**src/rtl/gen12_multilane_scramble.sv**
```systemverilog
// Multi-lane Gen1/Gen2 TX scrambler with per-lane LFSR and ordered-set
// tracking; inputs registered in stage 1, lanes processed in stage 2.
module gen12_multilane_scramble #(
    parameter int          NUM_LANES = 4,
    parameter int          MAX_BYTES = 4,
    parameter logic [15:0] SEED      = 16'hFFFF
) (
    input  logic                             clk_i,
    input  logic                             rst_i,
    input  logic [5:0]                       pipe_width_i,
    input  logic [NUM_LANES-1:0]             lane_active_i,
    input  logic                             scramble_disable_i,
    input  logic                             data_valid_i,
    input  logic [NUM_LANES*MAX_BYTES*8-1:0] data_i,
    input  logic [NUM_LANES*MAX_BYTES-1:0]   data_k_i,
    output logic                             data_valid_o,
    output logic [NUM_LANES*MAX_BYTES*8-1:0] data_o,
    output logic [NUM_LANES*MAX_BYTES-1:0]   data_k_o
);
    localparam int LW = MAX_BYTES * 8;
    localparam logic [7:0] SYM_COM = 8'hBC;
    localparam logic [7:0] SYM_SKP = 8'h1C;
    localparam logic [7:0] SYM_PAD = 8'hF7;

    typedef enum logic [1:0] {
        ST_DATA, ST_AFTER_COM, ST_SKP_OS, ST_TS_OS
    } lane_st_t;

    typedef struct packed {
        logic [15:0] lfsr;
        lane_st_t    st;
        logic [3:0]  os_cnt;
    } lane_ctx_t;

    localparam lane_ctx_t CTX_RST = '{lfsr: SEED, st: ST_DATA, os_cnt: 4'd0};

    function automatic logic [15:0] lfsr_adv(input logic [15:0] s);
        logic [15:0] r;
        r = s;
        for (int i = 0; i < 8; i++)
            r = {r[14:0], 1'b0} ^ (r[15] ? 16'h0039 : 16'h0000);
        return r;
    endfunction

    function automatic logic [7:0] lfsr_key(input logic [7:0] h);
        logic [7:0] kb;
        for (int i = 0; i < 8; i++)
            kb[i] = h[7-i];
        return kb;
    endfunction

    // Walks bytes 0..nb-1 in time order; each byte sees the context
    // left by the previous one.
    function automatic lane_ctx_t lane_step(
        input  lane_ctx_t              c,
        input  logic [LW-1:0]          d,
        input  logic [MAX_BYTES-1:0]   k,
        input  logic [2:0]             nb,
        input  logic                   dis,
        output logic [LW-1:0]          dq,
        output logic [MAX_BYTES-1:0]   kq
    );
        lane_ctx_t  n;
        logic [7:0] b;
        logic       scr;
        n  = c;
        dq = '0;
        kq = '0;
        for (int j = 0; j < MAX_BYTES; j++) begin
            if (j < int'(nb)) begin
                b     = d[j*8 +: 8];
                kq[j] = k[j];
                scr   = 1'b0;
                if (k[j] && b == SYM_COM) begin
                    n.lfsr = SEED;
                    n.st   = ST_AFTER_COM;
                end else if (k[j] && b == SYM_SKP &&
                             (n.st == ST_SKP_OS || n.st == ST_AFTER_COM)) begin
                    n.st = ST_SKP_OS;
                end else begin
                    case (n.st)
                        ST_AFTER_COM: begin
                            if (!k[j] || b == SYM_PAD) begin
                                n.st     = ST_TS_OS;
                                n.os_cnt = 4'd14;
                            end else begin
                                n.st = ST_DATA;
                            end
                        end
                        ST_TS_OS: begin
                            if (n.os_cnt == 4'd1) begin
                                n.st     = ST_DATA;
                                n.os_cnt = 4'd0;
                            end else begin
                                n.os_cnt = n.os_cnt - 4'd1;
                            end
                        end
                        ST_SKP_OS: begin
                            n.st = ST_DATA;
                            scr  = !k[j];
                        end
                        default: scr = !k[j];
                    endcase
                    if (scr && !dis)
                        b = b ^ lfsr_key(n.lfsr[15:8]);
                    n.lfsr = lfsr_adv(n.lfsr);
                end
                dq[j*8 +: 8] = b;
            end
        end
        return n;
    endfunction

    logic                             v1;
    logic [2:0]                       nb1;
    logic [NUM_LANES-1:0]             act1;
    logic                             dis1;
    logic [NUM_LANES*MAX_BYTES*8-1:0] d1;
    logic [NUM_LANES*MAX_BYTES-1:0]   k1;

    lane_ctx_t            ctx     [NUM_LANES];
    lane_ctx_t            nxt_ctx [NUM_LANES];
    logic [LW-1:0]        lane_dq [NUM_LANES];
    logic [MAX_BYTES-1:0] lane_kq [NUM_LANES];

    always_comb begin
        for (int l = 0; l < NUM_LANES; l++) begin
            nxt_ctx[l] = lane_step(ctx[l], d1[l*LW +: LW],
                                   k1[l*MAX_BYTES +: MAX_BYTES],
                                   nb1, dis1, lane_dq[l], lane_kq[l]);
        end
    end

    always_ff @(posedge clk_i) begin
        if (rst_i) begin
            v1           <= 1'b0;
            nb1          <= 3'd0;
            act1         <= '0;
            dis1         <= 1'b0;
            d1           <= '0;
            k1           <= '0;
            data_valid_o <= 1'b0;
            data_o       <= '0;
            data_k_o     <= '0;
            for (int l = 0; l < NUM_LANES; l++)
                ctx[l] <= CTX_RST;
        end else begin
            v1           <= data_valid_i;
            nb1          <= 3'(pipe_width_i >> 3);
            act1         <= lane_active_i;
            dis1         <= scramble_disable_i;
            d1           <= data_i;
            k1           <= data_k_i;
            data_valid_o <= v1;
            for (int l = 0; l < NUM_LANES; l++) begin
                if (!act1[l]) begin
                    ctx[l]                            <= CTX_RST;
                    data_o[l*LW +: LW]                <= '0;
                    data_k_o[l*MAX_BYTES +: MAX_BYTES] <= '0;
                end else if (v1) begin
                    ctx[l]                            <= nxt_ctx[l];
                    data_o[l*LW +: LW]                <= lane_dq[l];
                    data_k_o[l*MAX_BYTES +: MAX_BYTES] <= lane_kq[l];
                end else begin
                    data_o[l*LW +: LW]                <= '0;
                    data_k_o[l*MAX_BYTES +: MAX_BYTES] <= '0;
                end
            end
        end
    end
endmodule

```
**config.mk**
```make
export PLATFORM = sky130hd
export DESIGN_NAME = gen12_multilane_scramble
export DESIGN_NICKNAME = d
export VERILOG_FILES = /design/src/rtl/gen12_multilane_scramble.sv
export SDC_FILE = /design/constraint.sdc
export NUM_CORES = 1
export LEC_CHECK = 0
export ABC_AREA = 1
export CORE_ASPECT_RATIO = 0.8
export CORE_MARGIN = 10
export CORE_UTILIZATION = 36
export CTS_BUF_LIST = sky130_fd_sc_hd__clkbuf_8
export DETAILED_ROUTE_END_ITERATION = 16
export GPL_ROUTABILITY_DRIVEN = 0
export HOLD_SLACK_MARGIN = 0.05
export SYNTH_ARGS = -nofsm -noshare
export SYNTH_HDL_FRONTEND = slang
export SYNTH_SLANG_ARGS = --single-unit
```
**constraint.sdc**
```tcl
create_clock -name clk_i -period 5.95 [get_ports clk_i]
set_input_delay 0.595 -clock clk_i [delete_from_list [all_inputs] [get_ports clk_i]]
set_output_delay 0.595 -clock clk_i [all_outputs]
set_load 0.005 [all_outputs]
```
==> results.txt <==
largest net degree at the start of global routing: 88
total die area: 91000 um2
Synth area leader: dfxtp_1
CP required: 6350 ps
std cell rows: 92
worst hold path class: input pin to flip-flop
Max Fclk: 181 MHz
GRT Util Overall: 20.7%
core area: 78700 um2
Worst-path clk slew: 80 ps
Area Overhead vs Synth: 22.7%
Power Density: 230 nW/um2
worst hold slack: 386 ps
skew final: 50.5 ps
hold buffer count at cts: 0
layout net count: 5073
H-tree Lvls: 3
global-route wire length before repair: 152 mm
Post-route DRC: 0
Die Y-Extent: 272 um
largest stage delay on the critical path: 410 ps
synth top area cells: dfxtp_1 (21%), nand2_1 (15%), edfxtp_1 (9.3%)
Initial Util: 36.3%
Final ANT Viol Nets: 0
commonest non-fill, non-tap cell in the layout: nand2_1
Setup crit end kind: flip-flop
First DRT Iteration DRCs: 2594
Syn Area/Cell: 6.39 um2
FILL cells: 8279
Leak Pwr: 16.6 nW
final setup vio count: 0
Max Transition Viols Final: 0
main combinational cell family by area after synthesis: simple AND/OR/NAND/NOR gates
Worst Hold Depth: 2
MaxCap Viol Count: 0
TritonCTS clock tree: done
final hold vios: 0
dpl ws: 81.1 ps
antenna violations before repair: 6
final worst slack: 435 ps
TritonRoute pass-1 iters: 6
clk root buf: clkbuf_8
Hold Path Sink: d1[22]$_SDFF_PP0_
status: finished, final reports clean
Compound-Gate Fraction of Synth Area: 13.1%
Critical-path top delay cell: edfxtp_1
R2R Setup Slk: 430 ps
adder-cell share of the synthesized area: 3.51%
clock buffer count from CTS: 68
actual slew at the worst max-slew pin: 1300 ps
FF-to-FF Start: ctx[0][0]$_SDFFCE_PN0P_
IO Pins: 303
Syn Nets: 4704
layout cells sized above 1: 9.61%
post-synthesis mux area share: 0%
crit path max fanout: 14
post-synth top area share: 20.9%
final HPWL from detailed placement: 77.1 mm
CTS Buffer Depth: 3
Synth async-reset ratio: 0%
register area share after synthesis: 30.2%
Skew-Pair Late Insertion Delay: 690 ps
Synth Cell Area: 28500 um2
GRT overflow: 0
Syn Inst Count: 4466
Slew HR: 12.9%
Worst Reg-to-Reg Cells: 32
CP arrival: 5920 ps
most frequent cells in the layout: nand2_1 (1122), inv_1 (694), nor2_1 (481), nand3_1 (316), clkdlybuf4s50_1 (298)
final core utilization: 44.5%
Post-synth EDFFs: 88
Min Clock Period, post-route: 5520 ps
CTS sink count: 386
wire per inst: 16.7 um
CP startpoint kind: flip-flop
CP Class: flip-flop to flip-flop
crit share post-route: 92.7%
post-synthesis xor/xnor area fraction: 7.31%
worst hold start: rst_i
IO Port Bufs: 299
Die X: 335 um
vias per cell: 4.99
final wirelength: 98.6 mm
top_reg_cell synth: dfxtp_1
Ys Warns: 0
Simple-Gate Fraction of Synth Area: 34.3%
vias: 29.5k
maximum vdd drop: 0.189 mV
number of global-route vias before repair: 26.9k
Yosys reg bits: 386
Critical R2R Capture: ctx[0][9]$_SDFFCE_PN1P_
post-synthesis cell type count: 69
Worst path most repeated cell: nand2_1
-- how the worst max path moves through the flow --
stage | start | cells after the start | slack (ps) | to
after CTS | ctx[2][4]$_SDFFCE_PN0P_ | 32 | 40 | data_o[92]$_SDFF_PP0_
after detailed placement | ctx[2][4]$_SDFFCE_PN0P_ | 33 | 80 | ctx[2][2]$_SDFFCE_PN0P_
after floorplan | ctx[0][4]$_SDFFCE_PN0P_ | 31 | 270 | ctx[0][19]$_SDFFCE_PN1P_
after global routing | ctx[0][4]$_SDFFCE_PN0P_ | 33 | -90 | ctx[0][9]$_SDFFCE_PN1P_
final | ctx[0][0]$_SDFFCE_PN0P_ | 32 | 430 | ctx[0][9]$_SDFFCE_PN1P_
after global placement | ctx[1][4]$_SDFFCE_PN0P_ | 37 | 200 | ctx[1][2]$_SDFFCE_PN0P_
-- metal layers --
layer  track usage (%)  share of wire [%]
met1              29.7                 48
met2              30.0                 41
met3              5.51                9.4
met4              5.61                2.1
met5                 0              0.052
-- cell families after synthesis --
kind of cell / count (synthesis)
simple gates: 2253
buf+inv: 862
compound gates: 651
flops: 386
xor+xnor: 234
fa+ha+maj: 80
-- area by class of cell --
type / count / area, um2 / share of cell area (%)
flip-flops and latches: 386 / 8610 / 24.6
clock buffers: 81 / 1110 / 3.18
multi-input cells: 3218 / 17000 / 48.4
inverters: 759 / 2860 / 8.17
well taps: 1034 / 1290 / 3.69
clock inverters: 36 / 382 / 1.09
diodes: 1 / 2.50 / 0.00714
repair buffers: 402 / 3810 / 10.9
-- metrics by stage --
step / cell area [um2] / std cells / power, mW / TNS (ps)
2_1_floorplan: 28500 / 4466 / 4.56 / 0
3_3_place_gp: 33000 / 5777 / 5.22 / 0
3_5_place_dp: 33000 / 5777 / 5.24 / 0
4_1_cts: 34500 / 5894 / 8.06 / 0
5_1_grt: 35000 / 5916 / 8.55 / -498
6_report: 35000 / 5917 / 8.05 / 0
-- flip-flops by register name, indices dropped and copies added (netlist names) --
register      flops
data_valid_o      1
data_k_o         16
v1                1
nb1               3
k1               16
data_o          128
ctx              88
d1              128
dis1              1
act1              4
-- critical path, delay by kind of cell (launching register included) --
family | cells | cell delay (ps)
simple gates | 16 | 2000
compound gates | 5 | 710
flops | 1 | 410
buf+inv | 7 | 1010
fa+ha+maj | 4 | 1120
-- power by group --
part | leakage, nW | switching, mW | total [mW] | internal [mW]
logic | 12.5 | 1.62 | 2.46 | 0.842
clock network | 0.815 | 1.17 | 2.76 | 1.59
registers | 3.23 | 0.0769 | 2.83 | 2.75
total | 16.6 | 2.87 | 8.05 | 5.18
-- what timing repair did --
| item | in CTS | in global routing |
|---|---|---|
| gates resized for setup | 0 | 94 |
| endpoints found under the setup margin | 0 | 88 |
| setup buffers | 0 | 22 |
-- cells in the mapped netlist (37+ instances only) --
cell and instances:
nand2_1 1130, inv_1 694, nor2_1 497, nand3_1 325, dfxtp_1 298, a21oi_1 202, o21ai_0 195, xor2_1 123
xnor2_1 106, o21ai_1 95, edfxtp_1 88, ha_1 80, clkbuf_1 71, nor3_1 65, nand4_1 57, inv_2 56
o211ai_1 42, nand2_2 37
No activity file was read; power rests on OpenSTA's default activity.
